--- config.mk ---
export PLATFORM = sky130hd
export DESIGN_NAME = ps2_ascii_rx
export DESIGN_NICKNAME = d
export VERILOG_FILES = /design/src/rtl/ps2_ascii_rx.sv
export SDC_FILE = /design/constraint.sdc
export NUM_CORES = 1
export LEC_CHECK = 0
export CAP_MARGIN = 10
export CORE_MARGIN = 2
export CORE_UTILIZATION = 55
export CTS_CLUSTER_SIZE = 40
export DETAILED_ROUTE_END_ITERATION = 6
export GPL_TIMING_DRIVEN = 0
export PLACE_DENSITY = 0.72
export SLEW_MARGIN = 20
export SYNTH_ARGS = -nofsm -noshare
export SYNTH_HDL_FRONTEND = slang
export SYNTH_SLANG_ARGS = --single-unit
--- constraint.sdc ---
create_clock -name clk -period 8.12 [get_ports clk]
set_clock_uncertainty 0.1 [all_clocks]
set_input_delay 1.624 -clock clk [delete_from_list [all_inputs] [get_ports clk]]
set_output_delay 1.624 -clock clk [all_outputs]
set_load 0.005 [all_outputs]
--- src/rtl/ps2_ascii_rx.sv ---
// ps2_ascii_rx: PS/2 keyboard receiver, Set-2 scancode decoder, ASCII strobe source.
// Latency: key_valid two clk cycles after the stop-bit falling edge is seen (E+2), FIFO empty.
// Backpressure: none accepted; a full scancode FIFO drops the byte and sets sticky overflow.
//
// Ports:
//   clk, reset (async, active low)    system clock and reset
//   ps2_clk, ps2_data                 raw PS/2 lines, asynchronous to clk
//   key_out / key_valid               ASCII byte (held) and its one-cycle strobe
//   shift_state                       Shift held
//   frame_err                         one-cycle pulse per rejected frame
//   overflow                          sticky, a good byte was lost to a full FIFO
// Optional: define PS2_CAPS_LOCK_EN to make scancode 58 toggle Caps Lock for letters.

module ps2_fifo #(
  parameter int DEPTH = 8,
  parameter int W     = 8
) (
  input  logic         clk,
  input  logic         reset,
  input  logic         push_vld,
  input  logic [W-1:0] push_dat,
  input  logic         pop_rdy,
  output logic [W-1:0] pop_dat,
  output logic         empty,
  output logic         drop
);
  // Generic synchronous FIFO, one write and one read port.
  // Latency: a pushed entry is readable the cycle after the push.
  // Backpressure: push while full is dropped (drop pulse) unless a pop frees the slot.
  localparam int AW = $clog2(DEPTH);
  localparam int CW = AW + 1;
  localparam logic [CW-1:0] FULL_CNT = CW'(DEPTH);

  logic [W-1:0]  mem [DEPTH];
  logic [AW-1:0] wr_ptr, rd_ptr;
  logic [CW-1:0] count;
  logic          full, do_wr, do_rd;

  assign full    = (count == FULL_CNT);
  assign empty   = (count == '0);
  assign do_rd   = pop_rdy & ~empty;
  assign do_wr   = push_vld & (~full | do_rd);
  assign drop    = push_vld & full & ~do_rd;
  assign pop_dat = mem[rd_ptr];

  always_ff @(posedge clk) begin
    if (do_wr) mem[wr_ptr] <= push_dat;
  end

  always_ff @(posedge clk or negedge reset) begin
    if (!reset) begin
      wr_ptr <= '0;
      rd_ptr <= '0;
      count  <= '0;
    end else begin
      if (do_wr) wr_ptr <= wr_ptr + AW'(1);
      if (do_rd) rd_ptr <= rd_ptr + AW'(1);
      case ({do_wr, do_rd})
        2'b10:   count <= count + CW'(1);
        2'b01:   count <= count - CW'(1);
        default: count <= count;
      endcase
    end
  end
endmodule

module ps2_ascii_rx #(
  parameter int FIFO_DEPTH  = 8,
  parameter int TIMEOUT_CYC = 5000
) (
  input  logic       clk,
  input  logic       reset,
  input  logic       ps2_clk,
  input  logic       ps2_data,
  output logic [7:0] key_out,
  output logic       key_valid,
  output logic       shift_state,
  output logic       frame_err,
  output logic       overflow
);
  // PS/2 deframer + scancode FIFO + make/break decoder driving the video-memory write port.
  // Latency: stop-bit edge in cycle E -> FIFO entry at E+1 -> key_valid at E+2.
  // Backpressure: none; the keyboard cannot be stalled, bytes beyond FIFO_DEPTH are dropped.
  localparam int TW = $clog2(TIMEOUT_CYC + 1);
  localparam logic [TW-1:0] TO_LAST = TW'(TIMEOUT_CYC - 1);

  typedef enum logic [1:0] {IDLE, BRK, EXT, EXT_BRK} dec_state_t;

  // ---------------- receiver ----------------
  logic [2:0]    clk_sync;
  logic [1:0]    dat_sync;
  logic [3:0]    bit_cnt;
  logic [9:0]    shreg;      // bits 0..9 of the frame once bit 9 has arrived
  logic [TW-1:0] idle_cnt;
  logic          fall, frame_done, frame_ok;

  assign fall       = clk_sync[2] & ~clk_sync[1];
  assign frame_done = fall & (bit_cnt == 4'd10);
  // start low, odd parity over data+parity, stop (sampled now) high
  assign frame_ok   = ~shreg[0] & (^shreg[9:1]) & dat_sync[1];

  always_ff @(posedge clk or negedge reset) begin
    if (!reset) begin
      clk_sync  <= 3'b111;   // idle-high lines so reset release never looks like an edge
      dat_sync  <= 2'b11;
      bit_cnt   <= '0;
      shreg     <= '0;
      idle_cnt  <= '0;
      frame_err <= 1'b0;
    end else begin
      clk_sync  <= {clk_sync[1:0], ps2_clk};
      dat_sync  <= {dat_sync[0], ps2_data};
      frame_err <= frame_done & ~frame_ok;
      if (fall) begin
        idle_cnt <= '0;
        if (bit_cnt == 4'd10) begin
          bit_cnt <= '0;
        end else begin
          bit_cnt <= bit_cnt + 4'd1;
          shreg   <= {dat_sync[1], shreg[9:1]};
        end
      end else if (bit_cnt != 4'd0) begin
        // stalled partial frame: give up silently and resync on the next edge
        if (idle_cnt == TO_LAST) begin
          bit_cnt  <= '0;
          idle_cnt <= '0;
        end else begin
          idle_cnt <= idle_cnt + TW'(1);
        end
      end else begin
        idle_cnt <= '0;
      end
    end
  end

  // ---------------- scancode FIFO ----------------
  logic       fifo_rd, fifo_empty, fifo_drop;
  logic [7:0] fifo_dat;

  assign fifo_rd = ~fifo_empty;

  ps2_fifo #(.DEPTH(FIFO_DEPTH), .W(8)) u_fifo (
    .clk      (clk),
    .reset    (reset),
    .push_vld (frame_done & frame_ok),
    .push_dat (shreg[8:1]),
    .pop_rdy  (fifo_rd),
    .pop_dat  (fifo_dat),
    .empty    (fifo_empty),
    .drop     (fifo_drop)
  );

  // ---------------- decoder ----------------
  // {is_letter, mapped, ascii (lowercase for letters)}
  function automatic logic [9:0] lookup(input logic [7:0] b);
    case (b)
      8'h1C: lookup = {2'b11, 8'h61}; 8'h32: lookup = {2'b11, 8'h62};
      8'h21: lookup = {2'b11, 8'h63}; 8'h23: lookup = {2'b11, 8'h64};
      8'h24: lookup = {2'b11, 8'h65}; 8'h2B: lookup = {2'b11, 8'h66};
      8'h34: lookup = {2'b11, 8'h67}; 8'h33: lookup = {2'b11, 8'h68};
      8'h43: lookup = {2'b11, 8'h69}; 8'h3B: lookup = {2'b11, 8'h6A};
      8'h42: lookup = {2'b11, 8'h6B}; 8'h4B: lookup = {2'b11, 8'h6C};
      8'h3A: lookup = {2'b11, 8'h6D}; 8'h31: lookup = {2'b11, 8'h6E};
      8'h44: lookup = {2'b11, 8'h6F}; 8'h4D: lookup = {2'b11, 8'h70};
      8'h15: lookup = {2'b11, 8'h71}; 8'h2D: lookup = {2'b11, 8'h72};
      8'h1B: lookup = {2'b11, 8'h73}; 8'h2C: lookup = {2'b11, 8'h74};
      8'h3C: lookup = {2'b11, 8'h75}; 8'h2A: lookup = {2'b11, 8'h76};
      8'h1D: lookup = {2'b11, 8'h77}; 8'h22: lookup = {2'b11, 8'h78};
      8'h35: lookup = {2'b11, 8'h79}; 8'h1A: lookup = {2'b11, 8'h7A};
      8'h45: lookup = {2'b01, 8'h30}; 8'h16: lookup = {2'b01, 8'h31};
      8'h1E: lookup = {2'b01, 8'h32}; 8'h26: lookup = {2'b01, 8'h33};
      8'h25: lookup = {2'b01, 8'h34}; 8'h2E: lookup = {2'b01, 8'h35};
      8'h36: lookup = {2'b01, 8'h36}; 8'h3D: lookup = {2'b01, 8'h37};
      8'h3E: lookup = {2'b01, 8'h38}; 8'h46: lookup = {2'b01, 8'h39};
      8'h29: lookup = {2'b01, 8'h20};   // space
      8'h5A: lookup = {2'b01, 8'h0A};   // Enter -> newline
      8'h66: lookup = {2'b01, 8'h08};   // backspace
      default: lookup = 10'd0;
    endcase
  endfunction

  dec_state_t state, state_nxt;
  logic       shift_nxt, emit, upper, is_shift;
  logic [7:0] emit_code;
  logic [9:0] map;

  assign map      = lookup(fifo_dat);
  assign is_shift = (fifo_dat == 8'h12) | (fifo_dat == 8'h59);

`ifdef PS2_CAPS_LOCK_EN
  logic caps, caps_nxt;
  assign upper = shift_state ^ caps;
`else
  assign upper = shift_state;
`endif

  always_comb begin
    state_nxt = state;
    shift_nxt = shift_state;
    emit      = 1'b0;
    emit_code = key_out;
`ifdef PS2_CAPS_LOCK_EN
    caps_nxt  = caps;
`endif
    if (fifo_rd) begin
      case (state)
        IDLE: begin
          if (fifo_dat == 8'hF0)      state_nxt = BRK;
          else if (fifo_dat == 8'hE0) state_nxt = EXT;
          else if (is_shift)          shift_nxt = 1'b1;
`ifdef PS2_CAPS_LOCK_EN
          else if (fifo_dat == 8'h58) caps_nxt = ~caps;
`endif
          else if (map[8]) begin
            emit      = 1'b1;
            emit_code = (map[9] & upper) ? (map[7:0] ^ 8'h20) : map[7:0];
          end
        end
        BRK: begin
          if (is_shift) shift_nxt = 1'b0;
          state_nxt = IDLE;
        end
        EXT:     state_nxt = (fifo_dat == 8'hF0) ? EXT_BRK : IDLE;
        EXT_BRK: state_nxt = IDLE;
        default: state_nxt = IDLE;
      endcase
    end
  end

  always_ff @(posedge clk or negedge reset) begin
    if (!reset) begin
      state       <= IDLE;
      shift_state <= 1'b0;
      key_out     <= '0;
      key_valid   <= 1'b0;
      overflow    <= 1'b0;
`ifdef PS2_CAPS_LOCK_EN
      caps        <= 1'b0;
`endif
    end else begin
      state       <= state_nxt;
      shift_state <= shift_nxt;
      key_valid   <= emit;
      if (emit) key_out <= emit_code;
      overflow    <= overflow | fifo_drop;
`ifdef PS2_CAPS_LOCK_EN
      caps        <= caps_nxt;
`endif
    end
  end
endmodule

**After elaboration in Yosys (flattened, before gate mapping)**

Memories as Yosys holds them, arrays and structs flattened.
Cells that the tools add are included.

- Register bits: 56
- Input port bits: 4
- Memories kept: 2
- RAM bits: 64
- Output and inout bits: 12
- Memory bits (read-only): 1152

- Reductions and logical operators: 14
- Add/subtract/negate cells: 6
- Equal/unequal tests: 17
- Multiplexer cells: 27
- Bitwise gates (word level): 23

Memories:

| name | words | width | read ports | clocked after Yosys merged registers in | wr ports | line | text |
|---|---|---|---|---|---|---|---|
| (no name shown) | 128 | 9 | 1 | 0 | 0 | 156 | `case (b)` |
| u_fifo.mem | 8 | 8 | 1 | 0 | 1 | 34 | `logic [W-1:0] mem [DEPTH];` |

Operators with widths:

| kind | number |
|---|---|
| $mux 13 | 3 |
| $eq 8x8->1 const B | 2 |
| $mux 4 | 4 |
| $add 13x1->13 const B | 1 |
| $eq 13x13->1 const B | 1 |
| $mux 1 | 12 |
| $and 1x1->1 | 10 |
| $mux 10 | 1 |
| $not 1->1 | 10 |
| $reduce_xor 9->1 | 1 |
| $add 4x1->4 const B | 2 |
| $eq 4x4->1 const B | 2 |
| $eq 8x5->1 const B | 1 |
| $eq 8x7->1 const B | 1 |
| $ne 2x2->1 const B | 4 |
| $pmux 4 s2 | 1 |
| $reduce_bool 2->1 | 4 |
| $reduce_and 7->1 | 1 |
| $add 3x1->3 const B | 2 |
| $eq 2x2->1 const B | 3 |
| $mux 2 | 3 |
| $mux 6 | 1 |
| $pmux 2 s3 | 1 |
| $reduce_and 2->1 | 3 |
| other kinds (10) | 13 |

**Logic depth before layout (Yosys ltp)**

Gate-level depths: netlist of the first run.
An unclocked memory read counts as a cell.

- Word-level depth: 10
- Gate-level depth with buffers: 15
- Gate-level depth less buffers: 12

**Cells and area by module**

A second synthesis of the first run with hierarchy kept.

- Cell total of the unflattened synthesis: 483
- Area total of the unflattened synthesis: 5967.0 sq um

By module, submodules not included:

| module | instances | area each (sq um) | seq. area each (sq um) | cells each |
|---|---|---|---|---|
| ps2_fifo | 1 | 3078.0 | 2172.1 | 166 |
| ps2_ascii_rx | 1 | 2889.0 | 1132.3 | 317 |

**Worst setup path after synthesis of the first run**

Ideal clock, no wire load.

- Path kind: reg2reg
- Start point: reg u_fifo.rd_ptr[0]
- End point: reg key_out[0]
- Slack: 4.479 ns
- Library setup time: 0.125 ns
- Period minus slack after synthesis: 3.641 ns
- Stages on the path, launching flop included: 13
- Path buffers: 3
- Arrival: 3.416 ns
- Data required time: 7.895 ns
- Path through: dfrtp_1 buf_6 buf_2 mux4_2 mux2i_1 ha_1 inv_1 or4_4 a211oi_2 a311oi_2 o21a_1 buf_6 mux2_4

- Word-level cells in the longest chain between the ends: 10
- Elaborated cells on any way between the ends: 19
- Classes of those cells: eq/ne: 4; mux: 8; bitwise: 4; reduce/logical: 1; memory: 2

RTL lines:

| item | line | text |
|---|---|---|
| start: declaration | 35 | `logic [AW-1:0] wr_ptr, rd_ptr;` |
| start signal: assignment | 57 | `if (do_rd) rd_ptr <= rd_ptr + AW'(1);` |
| $mem_v2 8x8 * | n/a |  |
| $mem_v2 128x9 | n/a |  |
| $mux 10 | 156 |  |
| $mux 1 | 214 | `else if (map[8]) begin` |
| $mux 1 | 210 | `else if (is_shift) shift_nxt = 1'b1;` |
| $mux 1 | 209 | `else if (fifo_dat == 8'hE0) state_nxt = EXT;` |
| $mux 1 * | 208 | `if (fifo_dat == 8'hF0) state_nxt = BRK;` |
| $mux 1 * | 206 | `case (state)` |
| $mux 1 * | 205 | `if (fifo_rd) begin` |
| net emit | 183 | `logic shift_nxt, emit, upper, is_shift;` |
| $reduce_and 7->1 (no source line) * | n/a |  |
| end signal: assignment | 244 | `if (emit) key_out <= emit_code;` |
| end: declaration | 75 | `output logic [7:0] key_out,` |

The timed path passes the listed nets; every way through them passes the cells marked *.
A chain may end at the register's enable or synchronous reset.

**Worst setup path after layout of the first run**

- Start point: reg u_fifo.rd_ptr[0]
- End point: reg key_out[6]

Same word-level chain as after synthesis.

==> parameters.txt, run 1 <==
Parameter                              Value

Power and ir drop
  LEAKAGE    2.737 nW
  Maximum vdd drop    0.2400 mV
  PD cells    424.2 nW/um^2

Worst setup path
  Largest fanout of any net on the critical path    10
  CP Data Arrival Time    4.57 ns
  Data required time of the critical path    8.43 ns
  Kind of critical path    register to register
  Critical Path Source Type    register
  CP endpoint kind    register

Routing
  Via count    4,218
  Average routed wire per standard cell    19.28 um
  Number of vias per cell    6.078
  Number of DRC markers in iteration 0    278
  Met2 Routed Length    6704 um
  Met3 wire length    711 um
  Number of iterations in the first detailed-routing pass    5
  Highest layer used for signal routing    met4
  Total Routed Length    13,380 um
  Routed length on met1    5657 um
  DRC    0
  Number of nets still failing antenna checks after routing    0

Yosys
  Asr flop ratio synth    46.22%
  Post-synthesis sequential area ratio    54.67%
  Post-synth cell types    71
  Gate Count Post-Synth    506
  Synthesized flop and latch total    119
  Xor/xnor share of the synthesized area    4.140%
  Share of synthesized area spent on multiplexers    9.377%
  Area share of and/or/nand/nor cells after synthesis    13.06%
  Dominant combinational cell family by area after synthesis    simple AND/OR/NAND/NOR gates
  Average instance area after synthesis    11.95 sq um
  Post-synthesis instance area    6045 sq um
  Adder and majority gate portion of the synthesized area    3.850%
  Synthesized-area fraction occupied by ao, oa, aoi and oai cells    11.22%
  Synth Flop Type    sky130_fd_sc_hd__edfxtp_1
  Syn_nets    528
  Count of warnings emitted by yosys    0
  EDFF count, synth    64

CTS
  Count of H-tree levels built during CTS    4
  Clock tree from TritonCTS    done
  Clock Pin Slew Worst Setup and Hold Paths    0.06 ns
  Worst-case clock buffer depth    2
  Number of setup buffers added after CTS    0
  Root Buffer Master    sky130_fd_sc_hd__clkbuf_8
  Cts-stage hold buffer count    0
  Total clock buffers created by CTS    17
  Quantity of gates resized following cts    0
  Count of clock tree sinks    119
  Clock latency of the later-clocked register in the worst-skew pair    0.53 ns

Cells and area
  Commonest cells after routing, fill and taps aside    sky130_fd_sc_hd__edfxtp_1 (64), sky130_fd_sc_hd__nand2_1 (57), sky130_fd_sc_hd__dfrtp_1 (50)
  Total number of nets in the final design    563
  Proportion of layout cells with a drive suffix above 1    18.05%
  Leading cell type in the layout, fill and taps excluded    sky130_fd_sc_hd__edfxtp_1
  Antenna diodes    0
  Filler-free cell count of the finished design    694
  Signed area change from the synthesized netlist to the final layout    15.84%
  Filler cells    800
  Post-layout util    64.87%

Timing
  Achievable frequency    0.2344 GHz
  Post-route setup TNS    0 ns
  Slew of the pin with the lowest slew margin    0.9809 ns
  Endpoints failing setup    0
  Count of pins over their slew limit    0
  Least setup slack across all paths after layout    3.854 ns
  Setup repair after global routing missed its margin    no
  Crit path time final    4.266 ns
  Ratio of final minimum period to clock period    52.54%
  Hold violation count in the final report    0
  Hold slack final    0.2547 ns
  Slew headroom    34.00%

Global routing
  Via count of the first global-routing pass    4,286
  GR Overflow Total    0
  Antenna violations before repair    0
  Overall track demand over capacity in global routing    24.29%
  Maximum number of pins on one net before global-route repair    56
  Global-route wire length before repair    21,420 um

Floorplanning
  Initial Util    56.01%
  Boundary pin count    16
  Die extent in x    108.8 um
  Die Y-Extent    108.8 um
  Die area    11,850 sq um
  Core ar.    10,790 sq um
  Number of cell rows    38

Hold path
  Hold Crit Class    register to register

Outcome
  Result of the run    finished, final reports clean

Placed design
  Number of port buffers    14
  Dpl cells    662
  Pre-CTS worst setup slack    3.879 ns
  Routability cong.    0.9434
  DP HPWL    9237 um

Flow run
  Number of max-capacitance violations reported    0
==> path summary, 6_finish.rpt <==
path | end | cells past startpoint | slack, ns | start
min in group asynchronous | key_out[1] | 1 | 1.03 | reset
setup reg to reg | key_out[6] | 12 | 3.85 | u_fifo.rd_ptr[0]
hold reg to reg | dat_sync[1] | 0 | 0.25 | dat_sync[0]
max in group asynchronous | shreg[4] | 1 | 6.42 | reset
hold / removal | dat_sync[1] | 0 | 0.25 | dat_sync[0]
setup / recovery | key_out[6] | 12 | 3.85 | u_fifo.rd_ptr[0]
==> cell usage after synthesis (8+ instances only) <==
cell type                  number  area [sq um]
sky130_fd_sc_hd__edfxtp_1      64          1922
sky130_fd_sc_hd__nand2_1       57         214.0
sky130_fd_sc_hd__dfrtp_1       50          1251
sky130_fd_sc_hd__nor2_1        36         135.1
sky130_fd_sc_hd__inv_1         22         82.58
sky130_fd_sc_hd__o21ai_0       20         100.1
sky130_fd_sc_hd__a21oi_1       19         95.09
sky130_fd_sc_hd__ha_1          17         212.7
sky130_fd_sc_hd__nand3_1       17         85.08
sky130_fd_sc_hd__xnor2_1       14         122.6
sky130_fd_sc_hd__mux4_2        13         292.8
sky130_fd_sc_hd__nor3_1        12         60.06
sky130_fd_sc_hd__xor2_1        12         105.1
sky130_fd_sc_hd__o211ai_1      11         82.58
sky130_fd_sc_hd__clkbuf_1       9         33.78
sky130_fd_sc_hd__mux2_2         8         90.09
sky130_fd_sc_hd__mux2i_1        8         80.08
==> per-stage QoR <==
step,power [mW],cell area (sq um)
2_1_floorplan,1.821,6045
3_3_place_gp,2.195,6360
3_5_place_dp,2.194,6402
4_1_cts,2.951,7002
5_1_grt,3.130,7002
6_report,2.970,7002
==> critical path: stages, from the launching register on <==
cell and delay (ns):
sky130_fd_sc_hd__dfrtp_1 0.44, sky130_fd_sc_hd__buf_6 0.20, sky130_fd_sc_hd__buf_2 0.30, sky130_fd_sc_hd__mux4_2 0.54
sky130_fd_sc_hd__mux2i_1 0.46, sky130_fd_sc_hd__ha_1 0.40, sky130_fd_sc_hd__inv_1 0.18, sky130_fd_sc_hd__or4_4 0.56
sky130_fd_sc_hd__a211oi_2 0.28, sky130_fd_sc_hd__a311oi_2 0.09, sky130_fd_sc_hd__o21a_1 0.15, sky130_fd_sc_hd__buf_6 0.14
sky130_fd_sc_hd__mux2_4 0.30
==> sequential cells by signal, indices dropped and copies added, names as in the netlist <==
name / cells
overflow: 1
dat_sync: 2
key_valid: 1
frame_err: 1
shift_state: 1
u_fifo.mem: 64
u_fifo.count: 4
clk_sync: 3
idle_cnt: 13
state: 2
u_fifo.wr_ptr: 3
u_fifo.rd_ptr: 3
key_out: 7
bit_cnt: 4
shreg: 10
==> area by class of cell <==
| class | instances | area (sq um) | share of cell area (%) |
|---|---|---|---|
| clock inverters | 14 | 171.4 | 2.448 |
| clock buffers | 18 | 427.9 | 6.111 |
| repair buffers | 16 | 152.6 | 2.180 |
| flip-flops and latches | 119 | 3304 | 47.19 |
| plain buffers | 24 | 136.4 | 1.948 |
| multi-input cells | 341 | 2551 | 36.44 |
| inverters | 22 | 82.58 | 1.179 |
| well taps | 140 | 175.2 | 2.502 |
==> logic make-up after synthesis <==
kind of cell	count (synthesis)
AOI/OAI and AO/OA	96
muxes	36
adders and majority gates	18
xor gates and xnor gates	27
DFF	119
buffers and inverters	46
other	1
and+or+nand+nor	163
==> power breakdown <==
part / internal (mW) / total [mW] / switching [mW]
Sequential: 0.733 / 0.815 / 0.0820
Clock: 0.477 / 0.753 / 0.275
Combinational: 0.554 / 1.40 / 0.848
Total: 1.77 / 2.97 / 1.20
==> per-layer routing <==
layer  vias up  GRT usage [%]
met2       145          39.96
met1      2090          29.47
met3        26          6.814
met5         -              0
met4         0          12.00
li1       1957              -
Power figures use the tool's default switching activity.
==> inputs of run 2 (changes only) <==
Clock period 8.12 ns to 4.2 ns, I/O delays scaled along.
==> run 2 against run 1 <==
  * Final cell count is the same
  * Clock-buffer cell count is the same
  * Wire length is essentially flat
  * Sequential share of layout area shrank 0.13 points
  * Worst setup slack lost 3.7 ns
  * Register-to-register slack lost 3.7 ns
  * Utilization grew 0.17 points
  * Power grew 94%
  * Final area grew 0.27%
  * Fmax grew 6.6%
  * Clock power grew 93%
  * Largest cell class unchanged
==> parameters.txt, run 2 (synthesized netlist as in run 1, its figures left out) <==
Parameter                              Value

Worst setup path
  Cell-by-cell trace of the critical path    buf_6 > buf_2 > mux4_2 > mux2i_4 > ha_2 > inv_1 > or4_4 > a211oi_2 > a311oi_2 > o21a_1 > buf_6 > mux2_4
  Critical path's slowest cell    sky130_fd_sc_hd__mux4_2
  CP Data Arrival Time    4.31 ns (-0.26 ns)
  Critical Path Source Type    register
  Most repeated library cell on the critical path    sky130_fd_sc_hd__buf_6
  Kind of critical path    register to register
  Delay of the slowest cell on the worst path    0.57 ns (about the same)
  Data required time of the critical path    4.51 ns (-3.92 ns)
  Largest fanout of any net on the critical path    10 (unchanged)
  CP endpoint kind    register

Placed design
  Dpl cells    662 (unchanged)
  Area after detailed placement    6402 sq um (unchanged)
  Routability cong.    0.9434 (unchanged)
  Pre-CTS worst setup slack    -0.04058 ns (-3.920 ns)
  Number of port buffers    14 (unchanged)
  DP HPWL    9237 um (unchanged)

CTS
  Count of H-tree levels built during CTS    4 (unchanged)
  Total clock buffers created by CTS    17 (unchanged)
  Worst-case clock buffer depth    2 (unchanged)
  Root Buffer Master    sky130_fd_sc_hd__clkbuf_8
  Clock Pin Slew Worst Setup and Hold Paths    0.06 ns (about the same)
  Clock tree from TritonCTS    done
  Cts-stage hold buffer count    0 (unchanged)
  Clock latency of the later-clocked register in the worst-skew pair    0.52 ns (about the same)
  Count of clock tree sinks    119 (unchanged)

Routing
  DRC    0 (unchanged)
  Number of DRC markers in iteration 0    294 (+5.8%)
  Number of nets still failing antenna checks after routing    0 (unchanged)
  Number of iterations in the first detailed-routing pass    7 (+2)
  Average routed wire per standard cell    19.28 um (about the same)
  Number of vias per cell    6.108 (+0.50%)
  Total Routed Length    13,380 um (about the same)
  Via count    4,239 (+0.50%)

Cells and area
  Filler cells    794 (-0.75%)
  Proportion of layout cells with a drive suffix above 1    18.59% (+0.54 points)
  Commonest cells after routing, fill and taps aside    sky130_fd_sc_hd__edfxtp_1 (64), sky130_fd_sc_hd__nand2_1 (57), sky130_fd_sc_hd__dfrtp_1 (50)
  Post-layout util    65.05% (+0.17 points)
  Registers with the most flip-flops    u_fifo.mem x64, idle_cnt x13, shreg x10
  Antenna diodes    0 (unchanged)
  Signed area change from the synthesized netlist to the final layout    16.15%
  Register ranked first by flip-flop count    u_fifo.mem
  Number of flip-flops under the largest register name    64 (unchanged)
  Leading cell type in the layout, fill and taps excluded    sky130_fd_sc_hd__edfxtp_1
  Filler-free cell count of the finished design    694 (unchanged)
  Final instance area    7020 sq um (+0.27%)
  Total number of nets in the final design    563 (unchanged)

Power and ir drop
  LEAKAGE    2.734 nW (-0.14%)
  Overall power of the completed layout    5.770 mW (+94%)
  Maximum vdd drop    0.4640 mV (+93%)
  PD cells    821.9 nW/um^2 (+94%)

Floorplanning
  Boundary pin count    16 (unchanged)
  Core ar.    10,790 sq um (unchanged)
  Die area    11,850 sq um (unchanged)
  Initial Util    56.01% (unchanged)
  Number of cell rows    38 (unchanged)
  Die extent in x    108.8 um (unchanged)
  Die Y-Extent    108.8 um (unchanged)

Timing
  Crit path time final    4.002 ns (-0.2636 ns)
  Ratio of final minimum period to clock period    95.29% (+43 points)
  Endpoints failing setup    0 (unchanged)
  Hold violation count in the final report    0 (unchanged)
  Least setup slack across all paths after layout    0.1978 ns (-3.656 ns)
  Setup repair after global routing missed its margin    no
  Count of pins over their slew limit    0 (unchanged)
  Slew of the pin with the lowest slew margin    0.9805 ns (-0.0003458 ns)
  Slew headroom    34.03% (about the same)
  Post-route setup TNS    0 ns (unchanged)
  Hold slack final    0.2444 ns (-0.01028 ns)
  Achievable frequency    0.2499 GHz (+6.6%)

Global routing
  Met3 demand-to-capacity share in global routing    6.814% (unchanged)
  GR Overflow Total    0 (unchanged)
  Maximum number of pins on one net before global-route repair    56 (unchanged)
  Overall track demand over capacity in global routing    24.29% (about the same)
  Met2 usage in global routing    39.96% (unchanged)
  Met1 demand-to-capacity share in global routing    29.48% (about the same)
  Antenna violations before repair    0 (unchanged)
  Global-route wire length before repair    21,420 um (unchanged)
  Via count of the first global-routing pass    4,287 (+0.023%)
  Most used routing layer in global routing    met2

Flow run
  Number of max-capacitance violations reported    0 (unchanged)

Outcome
  Result of the run    finished, final reports clean

Hold path
  Hold Crit Class    input pin to async pin
==> run 2: power by group <==
group | switching, mW | internal (mW)
combinational | 1.65 | 1.09
sequential | 0.158 | 1.42
clock | 0.530 | 0.923
==> run 2: per-layer routing <==
metal / share of wire, % / vias up
met5: 0 / -
met4: 3.2 / 0
met3: 5.0 / 42
met2: 50 / 146
met1: 42 / 2098
li1: - / 1953
==> run 2: repair_timing <==
item                                   in CTS  in global routing
buffers inserted                            0                  0
endpoints found under the hold margin       0                  0
resized for setup                           1                  3
setup endpoints to repair                   6                  7
==> run 2: cell type report <==
| class | count | area [sq um] | share of cell area [%] |
|---|---|---|---|
| Multi-Input combinational cell | 341 | 2570 | 36.61 |
| Sequential cell | 119 | 3304 | 47.07 |
| Clock buffer | 18 | 427.9 | 6.095 |
| Buffer | 24 | 136.4 | 1.943 |
| Tap cell | 140 | 175.2 | 2.495 |
| Clock inverter | 14 | 171.4 | 2.442 |
| Timing Repair Buffer | 16 | 152.6 | 2.174 |
| Inverter | 22 | 82.58 | 1.176 |
==> run 2: path summary, 6_finish.rpt <==
check	startpoint	end	slack (ns)	cells after the start
worst max-delay path	u_fifo.rd_ptr[0]	key_out[6]	0.20	12
worst min-delay path	reset	key_out[1]	0.24	1
worst max register to register	u_fifo.rd_ptr[0]	key_out[6]	0.20	12
worst min register to register	dat_sync[0]	dat_sync[1]	0.25	0
max in group asynchronous	reset	shreg[4]	3.28	1
min in group clk	dat_sync[0]	dat_sync[1]	0.25	0
==> run 2: worst max-delay path: cells and delay by family, from the launching register on <==
kind	cells	cell delay (ns)
buffers and inverters	4	0.79
adders and majority gates	1	0.32
AOI/OAI and AO/OA	3	0.52
muxes	3	1.16
and+or+nand+nor	1	0.56
DFF	1	0.44
==> inputs of run 3 (changes only) <==
Settings changed: HOLD_SLACK_MARGIN set to 0.12.
==> results of run 3 <==
Final layout, timing and power as in run 2 (identical DEF).
